===== src/rtl/instr_register_pkg.sv =====
// Shared types for the instruction register and its downstream execution unit.
package instr_register_pkg;

    typedef enum logic [3:0] {
        ZERO  = 4'd0,
        PASSA = 4'd1,
        PASSB = 4'd2,
        ADD   = 4'd3,
        SUB   = 4'd4,
        MULT  = 4'd5,
        DIV   = 4'd6,
        MOD   = 4'd7
    } opcode_t;

    typedef logic signed [31:0] operand_t;
    typedef logic        [4:0]  address_t;
    typedef logic signed [63:0] result_t;

    typedef struct packed {
        opcode_t  opc;
        operand_t op_a;
        operand_t op_b;
    } instruction_t;

    typedef enum logic [1:0] {
        IDLE  = 2'd0,
        FETCH = 2'd1,
        EXEC  = 2'd2,
        OUT   = 2'd3
    } exec_state_t;

endpackage


===== src/rtl/instr_exec_div.sv =====
// Serial 32-bit signed restoring divider, one quotient bit per cycle after a load cycle.
// Present only when INSTR_EXEC_DIV_EN is defined.
`ifdef INSTR_EXEC_DIV_EN
module instr_exec_div (
    input  logic                clk,
    input  logic                reset,
    input  logic                start,
    input  logic signed [31:0]  dividend,
    input  logic signed [31:0]  divisor,
    output logic                done,
    output logic signed [32:0]  quotient,
    output logic signed [31:0]  remainder
);

    logic        busy_q, busy_d;
    logic [5:0]  cnt_q, cnt_d;
    logic [31:0] rem_q, rem_d;
    logic [31:0] quo_q, quo_d;
    logic [31:0] dvs_q, dvs_d;
    logic        neg_q_q, neg_q_d;
    logic        neg_r_q, neg_r_d;

    logic [31:0] a_raw, b_raw, a_mag, b_mag;
    logic [32:0] rem_shift, diff;
    logic        fits;
    logic [31:0] rem_step, quo_step;
    logic signed [32:0] q_mag;
    logic signed [31:0] r_mag;

    always_comb begin
        a_raw     = dividend;
        b_raw     = divisor;
        a_mag     = a_raw[31] ? (~a_raw + 32'd1) : a_raw;
        b_mag     = b_raw[31] ? (~b_raw + 32'd1) : b_raw;

        rem_shift = {rem_q, quo_q[31]};
        diff      = rem_shift - {1'b0, dvs_q};
        fits      = ~diff[32];
        rem_step  = fits ? diff[31:0] : rem_shift[31:0];
        quo_step  = {quo_q[30:0], fits};

        // Results are taken from the final iteration's step values so the
        // caller can register them on the same edge the last bit resolves.
        done      = busy_q && (cnt_q == 6'd1);
        q_mag     = {1'b0, quo_step};
        r_mag     = rem_step;
        quotient  = neg_q_q ? -q_mag : q_mag;
        remainder = neg_r_q ? -r_mag : r_mag;

        busy_d  = busy_q;
        cnt_d   = cnt_q;
        rem_d   = rem_q;
        quo_d   = quo_q;
        dvs_d   = dvs_q;
        neg_q_d = neg_q_q;
        neg_r_d = neg_r_q;
        if (start) begin
            busy_d  = 1'b1;
            cnt_d   = 6'd32;
            rem_d   = '0;
            quo_d   = a_mag;
            dvs_d   = b_mag;
            neg_q_d = a_raw[31] ^ b_raw[31];
            neg_r_d = a_raw[31];
        end else if (busy_q) begin
            rem_d  = rem_step;
            quo_d  = quo_step;
            cnt_d  = cnt_q - 6'd1;
            busy_d = (cnt_q != 6'd1);
        end
    end

    always_ff @(posedge clk or posedge reset) begin
        if (reset) begin
            busy_q <= 1'b0;
            cnt_q  <= '0;
        end else begin
            busy_q <= busy_d;
            cnt_q  <= cnt_d;
        end
    end

    always_ff @(posedge clk) begin
        rem_q   <= rem_d;
        quo_q   <= quo_d;
        dvs_q   <= dvs_d;
        neg_q_q <= neg_q_d;
        neg_r_q <= neg_r_d;
    end

endmodule
`endif


===== src/rtl/instr_exec_unit.sv =====
// Walks the instruction register over a range and streams one computed result per instruction.
// INSTR_EXEC_DIV_EN enables the serial divider for DIV/MOD; otherwise they report res_err.
module instr_exec_unit
    import instr_register_pkg::*;
#(
    parameter int NUM_REGS = 32
) (
    input  logic         clk,
    input  logic         reset,
    input  logic         start,
    input  address_t     first_ptr,
    input  logic [5:0]   count,
    output address_t     read_pointer,
    input  instruction_t instruction_word,
    output logic         res_valid,
    input  logic         res_ready,
    output result_t      result,
    output address_t     res_addr,
    output logic         res_err,
    output logic         busy,
    output logic         done
);

    localparam address_t LAST_ADDR = address_t'(NUM_REGS - 1);

    exec_state_t  state_q, state_d;
    address_t     rp_q, rp_d;
    logic [5:0]   remaining_q, remaining_d;
    instruction_t instr_q, instr_d;
    result_t      result_q, result_d;
    address_t     res_addr_q, res_addr_d;
    logic         res_err_q, res_err_d;
    logic         res_valid_q, res_valid_d;
    logic         done_q, done_d;

    result_t      alu_res;
    logic         alu_err;
    result_t      a64, b64;

`ifdef INSTR_EXEC_DIV_EN
    logic               div_wait_q, div_wait_d;
    logic               div_start, div_done;
    logic signed [32:0] div_quo;
    logic signed [31:0] div_rem;
    logic               div_needed;

    instr_exec_div u_div (
        .clk       (clk),
        .reset     (reset),
        .start     (div_start),
        .dividend  (instr_q.op_a),
        .divisor   (instr_q.op_b),
        .done      (div_done),
        .quotient  (div_quo),
        .remainder (div_rem)
    );
`endif

    always_comb begin
        a64     = {{32{instr_q.op_a[31]}}, instr_q.op_a};
        b64     = {{32{instr_q.op_b[31]}}, instr_q.op_b};
        alu_res = '0;
        alu_err = 1'b0;
        case (instr_q.opc)
            ZERO:     alu_res = '0;
            PASSA:    alu_res = a64;
            PASSB:    alu_res = b64;
            ADD:      alu_res = a64 + b64;
            SUB:      alu_res = a64 - b64;
            MULT:     alu_res = a64 * b64;
            // Reached only for a zero divisor, or when the divider is absent.
            DIV, MOD: alu_err = 1'b1;
            default:  alu_res = '0;
        endcase
    end

    always_comb begin
        state_d     = state_q;
        rp_d        = rp_q;
        remaining_d = remaining_q;
        instr_d     = instr_q;
        result_d    = result_q;
        res_addr_d  = res_addr_q;
        res_err_d   = res_err_q;
        res_valid_d = res_valid_q;
        done_d      = 1'b0;
`ifdef INSTR_EXEC_DIV_EN
        div_wait_d  = div_wait_q;
        div_start   = 1'b0;
        div_needed  = ((instr_q.opc == DIV) || (instr_q.opc == MOD)) && (instr_q.op_b != '0);
`endif

        case (state_q)
            IDLE: begin
                if (start) begin
                    if (count != 6'd0) begin
                        rp_d        = first_ptr;
                        remaining_d = count;
                        state_d     = FETCH;
                    end else begin
                        done_d = 1'b1;
                    end
                end
            end
            FETCH: begin
                instr_d    = instruction_word;
                res_addr_d = rp_q;
                state_d    = EXEC;
            end
            EXEC: begin
`ifdef INSTR_EXEC_DIV_EN
                if (div_needed) begin
                    if (!div_wait_q) begin
                        div_start  = 1'b1;
                        div_wait_d = 1'b1;
                    end else if (div_done) begin
                        div_wait_d  = 1'b0;
                        result_d    = (instr_q.opc == DIV) ? {{31{div_quo[32]}}, div_quo}
                                                           : {{32{div_rem[31]}}, div_rem};
                        res_err_d   = 1'b0;
                        res_valid_d = 1'b1;
                        state_d     = OUT;
                    end
                end else begin
                    result_d    = alu_res;
                    res_err_d   = alu_err;
                    res_valid_d = 1'b1;
                    state_d     = OUT;
                end
`else
                result_d    = alu_res;
                res_err_d   = alu_err;
                res_valid_d = 1'b1;
                state_d     = OUT;
`endif
            end
            OUT: begin
                if (res_valid_q && res_ready) begin
                    res_valid_d = 1'b0;
                    if (remaining_q > 6'd1) begin
                        rp_d        = (rp_q == LAST_ADDR) ? '0 : rp_q + 5'd1;
                        remaining_d = remaining_q - 6'd1;
                        state_d     = FETCH;
                    end else begin
                        done_d  = 1'b1;
                        state_d = IDLE;
                    end
                end
            end
            default: state_d = IDLE;
        endcase
    end

    always_ff @(posedge clk or posedge reset) begin
        if (reset) begin
            state_q     <= IDLE;
            rp_q        <= '0;
            remaining_q <= '0;
            result_q    <= '0;
            res_addr_q  <= '0;
            res_err_q   <= 1'b0;
            res_valid_q <= 1'b0;
            done_q      <= 1'b0;
`ifdef INSTR_EXEC_DIV_EN
            div_wait_q  <= 1'b0;
`endif
        end else begin
            state_q     <= state_d;
            rp_q        <= rp_d;
            remaining_q <= remaining_d;
            result_q    <= result_d;
            res_addr_q  <= res_addr_d;
            res_err_q   <= res_err_d;
            res_valid_q <= res_valid_d;
            done_q      <= done_d;
`ifdef INSTR_EXEC_DIV_EN
            div_wait_q  <= div_wait_d;
`endif
        end
    end

    always_ff @(posedge clk) begin
        instr_q <= instr_d;
    end

    assign read_pointer = rp_q;
    assign res_valid    = res_valid_q;
    assign result       = result_q;
    assign res_addr     = res_addr_q;
    assign res_err      = res_err_q;
    assign busy         = (state_q != IDLE);
    assign done         = done_q;

endmodule


===== config.mk =====
export PLATFORM = sky130hd
export DESIGN_NAME = instr_exec_unit
export DESIGN_NICKNAME = d
export VERILOG_FILES = /design/src/rtl/instr_register_pkg.sv /design/src/rtl/instr_exec_div.sv /design/src/rtl/instr_exec_unit.sv
export SDC_FILE = /design/constraint.sdc
export NUM_CORES = 2
export LEC_CHECK = 0
export ABC_CLOCK_PERIOD_IN_PS = 15990
export CAP_MARGIN = 20
export CORE_ASPECT_RATIO = 1.5
export CORE_MARGIN = 2
export CORE_UTILIZATION = 50
export CTS_CLUSTER_SIZE = 14
export DETAILED_ROUTE_END_ITERATION = 10
export PLACE_DENSITY = 0.67
export SLEW_MARGIN = 0
export SYNTH_ARGS = -nofsm -noshare
export SYNTH_HDL_FRONTEND = slang
export SYNTH_HIERARCHICAL = 1
export SYNTH_SLANG_ARGS = --single-unit

===== constraint.sdc =====
create_clock -name clk -period 15.99 [get_ports clk]
set_clock_uncertainty 0.05 [all_clocks]
set_input_delay 3.198 -clock clk [delete_from_list [all_inputs] [get_ports clk]]
set_output_delay 3.198 -clock clk [all_outputs]
set_load 0.1 [all_outputs]

After elaboration in Yosys (flattened, before gate mapping)
Index checks and enable logic that the tools add are counted.
Word-level totals
  flip-flop bits (word level): 153
  input port bits: 83
  logic and storage cells: 67
Operators by class
  add/subtract/negate cells: 4
  $mul: 1
  magnitude comparators: 1
  equality and inequality tests: 15
  muxes and demuxes: 25
  reduce and logical (&&, ||, !) cells: 10
Operators with widths (number)
  $pmux W64 S5: 1
  $mul A32 B32 Y64: 1
  $add A32 B32 Y33: 1
  $sub A32 B32 Y33: 1
  $mux W5: 5
  $mux W6: 4
  $eq A4 B3 Y1 const B: 4
  $pmux W6 S2: 1
  $pmux W5 S2: 1
  $eq A4 B2 Y1 const B: 2
  $ne A2 B2 Y1 const B: 4
  $pmux W2 S4: 1
  $mux W1: 7
  $gt A6 B1 Y1 const B: 1
  $mux W2: 3
  $reduce_bool A2 Y1: 3
  $reduce_bool A6 Y1: 1
  $sub A6 B1 Y6 const B: 1
  $add A5 B1 Y5 const B: 1
  $eq A5 B5 Y1 const B: 1
  $reduce_and A5 Y1: 1
  $eq A2 B2 Y1 const B: 2
  $eq A4 B1 Y1 const B: 1
  $pmux W1 S2: 2
  6 further kinds: 6

Depth between registers and ports, before layout
  depth in word-level cells: 5
  gate-level depth with buffers: 29
  depth with buffers taken out: 27

Worst setup path before layout
Ideal clock, no wire load.
  path type: register to register
  start point: register instr_q, in the netlist a64[31]
  end point: register result_q[62] (netlist: result[62])
  data arrival time: 7784 ps
  data required time: 15809 ps
  path slack: 8025 ps
  cell stages (with the launch flop): 27
  path buffers: 2
  path through: edfxtp_1 clkbuf_1 buf_1 nand2_1 inv_1 fa_1 fa_1 fa_1 fa_1 inv_1 fa_1 inv_1 fa_1 inv_1 fa_1 inv_1 fa_1 ha_1 nand4_1 o21bai_1 a31oi_1 nor2_1 or3_1 o211ai_1 a211oi_1 a31oi_1 nand3_1
Between the ends
  longest elaborated chain between the ends: 2
  elaborated cells on any way between the ends: 4
  those cells by class: add/sub (2); mul (1); mux (1)
Ends and longest elaborated chain
  start: declaration: line instr_exec_unit.sv:29  | instruction_t instr_q, instr_d;
  start signal: assignment: line instr_exec_unit.sv:183  | instr_q <= instr_d;
  $mul A32 B32 Y64 (tied with other cells): line instr_exec_unit.sv:70  | MULT: alu_res = a64 * b64;
  $pmux W64 S5 *: line instr_exec_unit.sv:64  | case (instr_q.opc)
  end signal: assignment: line instr_exec_unit.sv:171  | result_q <= result_d;
  end: declaration: line instr_exec_unit.sv:30  | result_t result_q, result_d;
Mark *: on every way between the ends. The rest lies on a longest branch, timed or not.
A chain may end at the register's enable or synchronous reset.

Worst setup path in the final report
  start point: register instr_q, in the netlist a64[31]
  end point: register result_q[54] (netlist: result[54])
Same word-level chain as after synthesis.

==> impl_metrics.json <==
{
  "outcome": "finished clean",
  "synth_ff_type": "sky130_fd_sc_hd__dfrtp_1",
  "postCtsSetupRepairBufs": 0,
  "crit-reg2reg-launch": "a64[31]",
  "cts.sinks": 153,
  "cp_data_arrival_time_ns": 9.42,
  "final_common_cell": "sky130_fd_sc_hd__fa_1",
  "final_design_area_no_fill_um2": 49000,
  "worstReg2RegEnd": "result[54]",
  "first_global_vias": 38700,
  "combinational_family_with_the_most_area_after_synthesis": "adder cells",
  "grt_pass1_wl_mm": 223,
  "area_fraction_in_compound_gates_after_synthesis_pct": 9.45,
  "firstDrtPassIters": 6,
  "total_setup_violations_reported_at_the_end_of_the_flow": 0,
  "drive_gt1_share_pct": 3.40,
  "htree_num_levels": 4,
  "rows": 135,
  "synth-edff-count": 68,
  "rr_worst_depth": 24,
  "vias": 34700,
  "die_width_um": 251,
  "gpl.final_weighted_congestion": 0.997,
  "clkLatencyLatePin_ns": 0.49,
  "tritoncts": "done",
  "r2r_slack_ns": 6.85,
  "yosys.cell_types.count": 87,
  "synth_cells": 4849,
  "cts_hold_buffers": 0,
  "io-pin-count": 161,
  "synth.avg_cell_area_um2": 9.42,
  "dp_hpwl_mm": 109,
  "netlist_area_um2": 45700,
  "detailed_route_wire_length_mm": 141,
  "ys_warn_count": 6,
  "final.period_utilization_pct": 57.2,
  "slew_headroom_pct": 31.0,
  "finalSetupTns_ns": 0,
  "hold_path_depth": 1,
  "synth_simple_gate_area_share_pct": 14.3,
  "worstHoldPathType": "reg2reg",
  "core_area_um2": 90400,
  "antennaDiodeCount": 0,
  "detail_route.vias_per_cell": 5.76,
  "cts_max_path_buffers": 2,
  "worst_setup_path_end_kind": "flip-flop",
  "crit_required_ns": 16.27,
  "die_area_um2": 93900,
  "min-delay-start": "result[22]",
  "start_kind": "flip-flop",
  "timing.final.max_slew_violations": 0,
  "crit_type": "reg2reg",
  "cts_resized": 0,
  "grt_start_max_net_pins": 51,
  "start_util_pct": 50.6,
  "register_bit_count_reported_by_yosys": 153,
  "asyncSetResetFlopFracSynth_pct": 55.6,
  "grt.total_usage_pct": 31.4,
  "max_cap_viol_count": 0,
  "synth.mux.area_fraction_pct": 0.233,
  "period_needed_ns": 9.14,
  "grt_remaining_overflow": 0,
  "detailedRoute.firstIterationViolations": 2228,
  "yosys.area_share.xor_xnor_pct": 1.40,
  "nets": 6266,
  "max_clock_freq_mhz": 109,
  "critical_path_peak_fanout": 24,
  "dpl_cell_area_um2": 48400,
  "route.detailed.wl_per_inst_um": 23.4,
  "hold_path_end": "result[22]",
  "clkSlewWorstSetupHoldPaths_ns": 0.08,
  "flow.area_growth_from_synthesis_pct": 7.16,
  "port-buffer-count": 160,
  "drc": 0,
  "layout.cells.most_common_list": "sky130_fd_sc_hd__fa_1, sky130_fd_sc_hd__inv_1, sky130_fd_sc_hd__nand2_1, sky130_fd_sc_hd__and2_1, sky130_fd_sc_hd__ha_1",
  "antenna_left": 0,
  "worst-slew-pin-transition_ns": 1.03,
  "cts.root.buffer_cell": "sky130_fd_sc_hd__clkbuf_16",
  "cts_buffers": 17,
  "antenna_found_initial": 6,
  "synth-seq-area-share_pct": 9.12,
  "postSynthNetCount": 6273,
  "synthAdderAreaFrac_pct": 54.5,
  "final-hold-violation-count": 0,
  "timing.critical_path.from": "a64[31]",
  "setup_repair_after_global_routing_missed_its_margin": "false",
  "fp.dieH_um": 374
}
## cell families after synthesis
kind of cell               after synthesis
buffers and inverters                 1322
DFF                                    153
adders and majority gates             1341
and+or+nand+nor                       1332
xor gates and xnor gates                73
muxes                                   10
AOI/OAI and AO/OA                      618
## cell type report
class	count	area (um^2)
multi-input cells	3374	36600
clock inverters	15	168
repair buffers	242	2220
flip-flops and latches	153	4170
well taps	1164	1460
inverters	1054	3960
fillers	8185	41400
clock buffers	17	425
## state kept, by name, indices dropped and copies added (netlist names), 2 cells and up
register,cells
read_pointer,5
a64,32
res_addr,5
remaining_q,6
b64,32
state_q,2
result,64
instr_q,4
## how the worst max path moves through the flow
stage | endpoint | slack, ns
6_report | result[54] | 6.85
5_1_grt | result[62] | 6.49
4_1_cts | result[54] | 6.79
3_5_place_dp | result[54] | 6.84
3_3_place_gp | result[54] | 6.94
2_1_floorplan | result[62] | 8.03
## synth_stat cells, types with 16 or more instances
library cell                   n  area, um^2
sky130_fd_sc_hd__clkbuf_1    245         920
sky130_fd_sc_hd__ha_1        257        3220
sky130_fd_sc_hd__o21bai_1     26         195
sky130_fd_sc_hd__xor2_1       30         263
sky130_fd_sc_hd__o221ai_1     26         228
sky130_fd_sc_hd__dfrtp_1      85        2130
sky130_fd_sc_hd__a211oi_1     16         120
sky130_fd_sc_hd__nand4_1      19         119
sky130_fd_sc_hd__xnor2_1      43         377
sky130_fd_sc_hd__nand3_1      22         110
sky130_fd_sc_hd__nor3_1       33         165
sky130_fd_sc_hd__a31oi_1      16         100
sky130_fd_sc_hd__o31ai_1      17         128
sky130_fd_sc_hd__a21oi_1     167         836
sky130_fd_sc_hd__edfxtp_1     68        2040
sky130_fd_sc_hd__o21ai_0      96         480
sky130_fd_sc_hd__a221oi_1     19         166
sky130_fd_sc_hd__a21o_1       45         338
sky130_fd_sc_hd__nor2_1      153         574
sky130_fd_sc_hd__inv_1      1050        3940
sky130_fd_sc_hd__nand2_1     545        2050
sky130_fd_sc_hd__fa_1       1084       21700
sky130_fd_sc_hd__o2bb2ai_1    18         158
sky130_fd_sc_hd__nand2b_1     27         169
sky130_fd_sc_hd__and2_1      468        2930
sky130_fd_sc_hd__a222oi_1     22         220
## critical path, stage by stage, from the launching register on
cell                       delay (ns)
sky130_fd_sc_hd__edfxtp_1        0.33
sky130_fd_sc_hd__buf_4           0.33
sky130_fd_sc_hd__inv_1           0.35
sky130_fd_sc_hd__nor2_1          0.31
sky130_fd_sc_hd__fa_1            0.46
sky130_fd_sc_hd__inv_1           0.24
sky130_fd_sc_hd__fa_1            0.47
sky130_fd_sc_hd__inv_1           0.23
sky130_fd_sc_hd__fa_1            0.50
sky130_fd_sc_hd__fa_1            0.89
sky130_fd_sc_hd__inv_1           0.41
sky130_fd_sc_hd__fa_1            0.60
sky130_fd_sc_hd__inv_1           0.06
sky130_fd_sc_hd__fa_1            0.55
sky130_fd_sc_hd__fa_1            0.43
sky130_fd_sc_hd__fa_1            0.48
sky130_fd_sc_hd__ha_1            0.38
sky130_fd_sc_hd__a21o_1          0.19
sky130_fd_sc_hd__a21oi_1         0.25
sky130_fd_sc_hd__nand3_1         0.11
sky130_fd_sc_hd__a211oi_1        0.64
sky130_fd_sc_hd__or2_1           0.27
sky130_fd_sc_hd__o21ai_0         0.13
sky130_fd_sc_hd__xnor2_1         0.15
sky130_fd_sc_hd__o221ai_1        0.11
## stage by stage
stage	hold WS [ns]	instances	utilization, %	setup WS (ns)
5_1_grt	0.470	6019	54.2	6.49
3_5_place_dp	0.422	5987	53.5	6.84
4_1_cts	0.443	6019	54.2	6.79
2_1_floorplan	0.413	4849	-	8.03
3_3_place_gp	0.422	5987	53.5	6.94
6_report	0.440	6019	54.2	6.85
## per-layer routing
layer / routed length [um] / global-route usage, % / up-vias
met5: 27 / 0 / -
met3: 8480 / 4.38 / 488
met1: 48500 / 35.4 / 18100
li1: - / - / 14700
met4: 10300 / 19.1 / 4
met2: 73400 / 56.4 / 1335
Power is not shown: default switching activity piles up to over one toggle a cycle in this logic, so the estimate is an artifact.
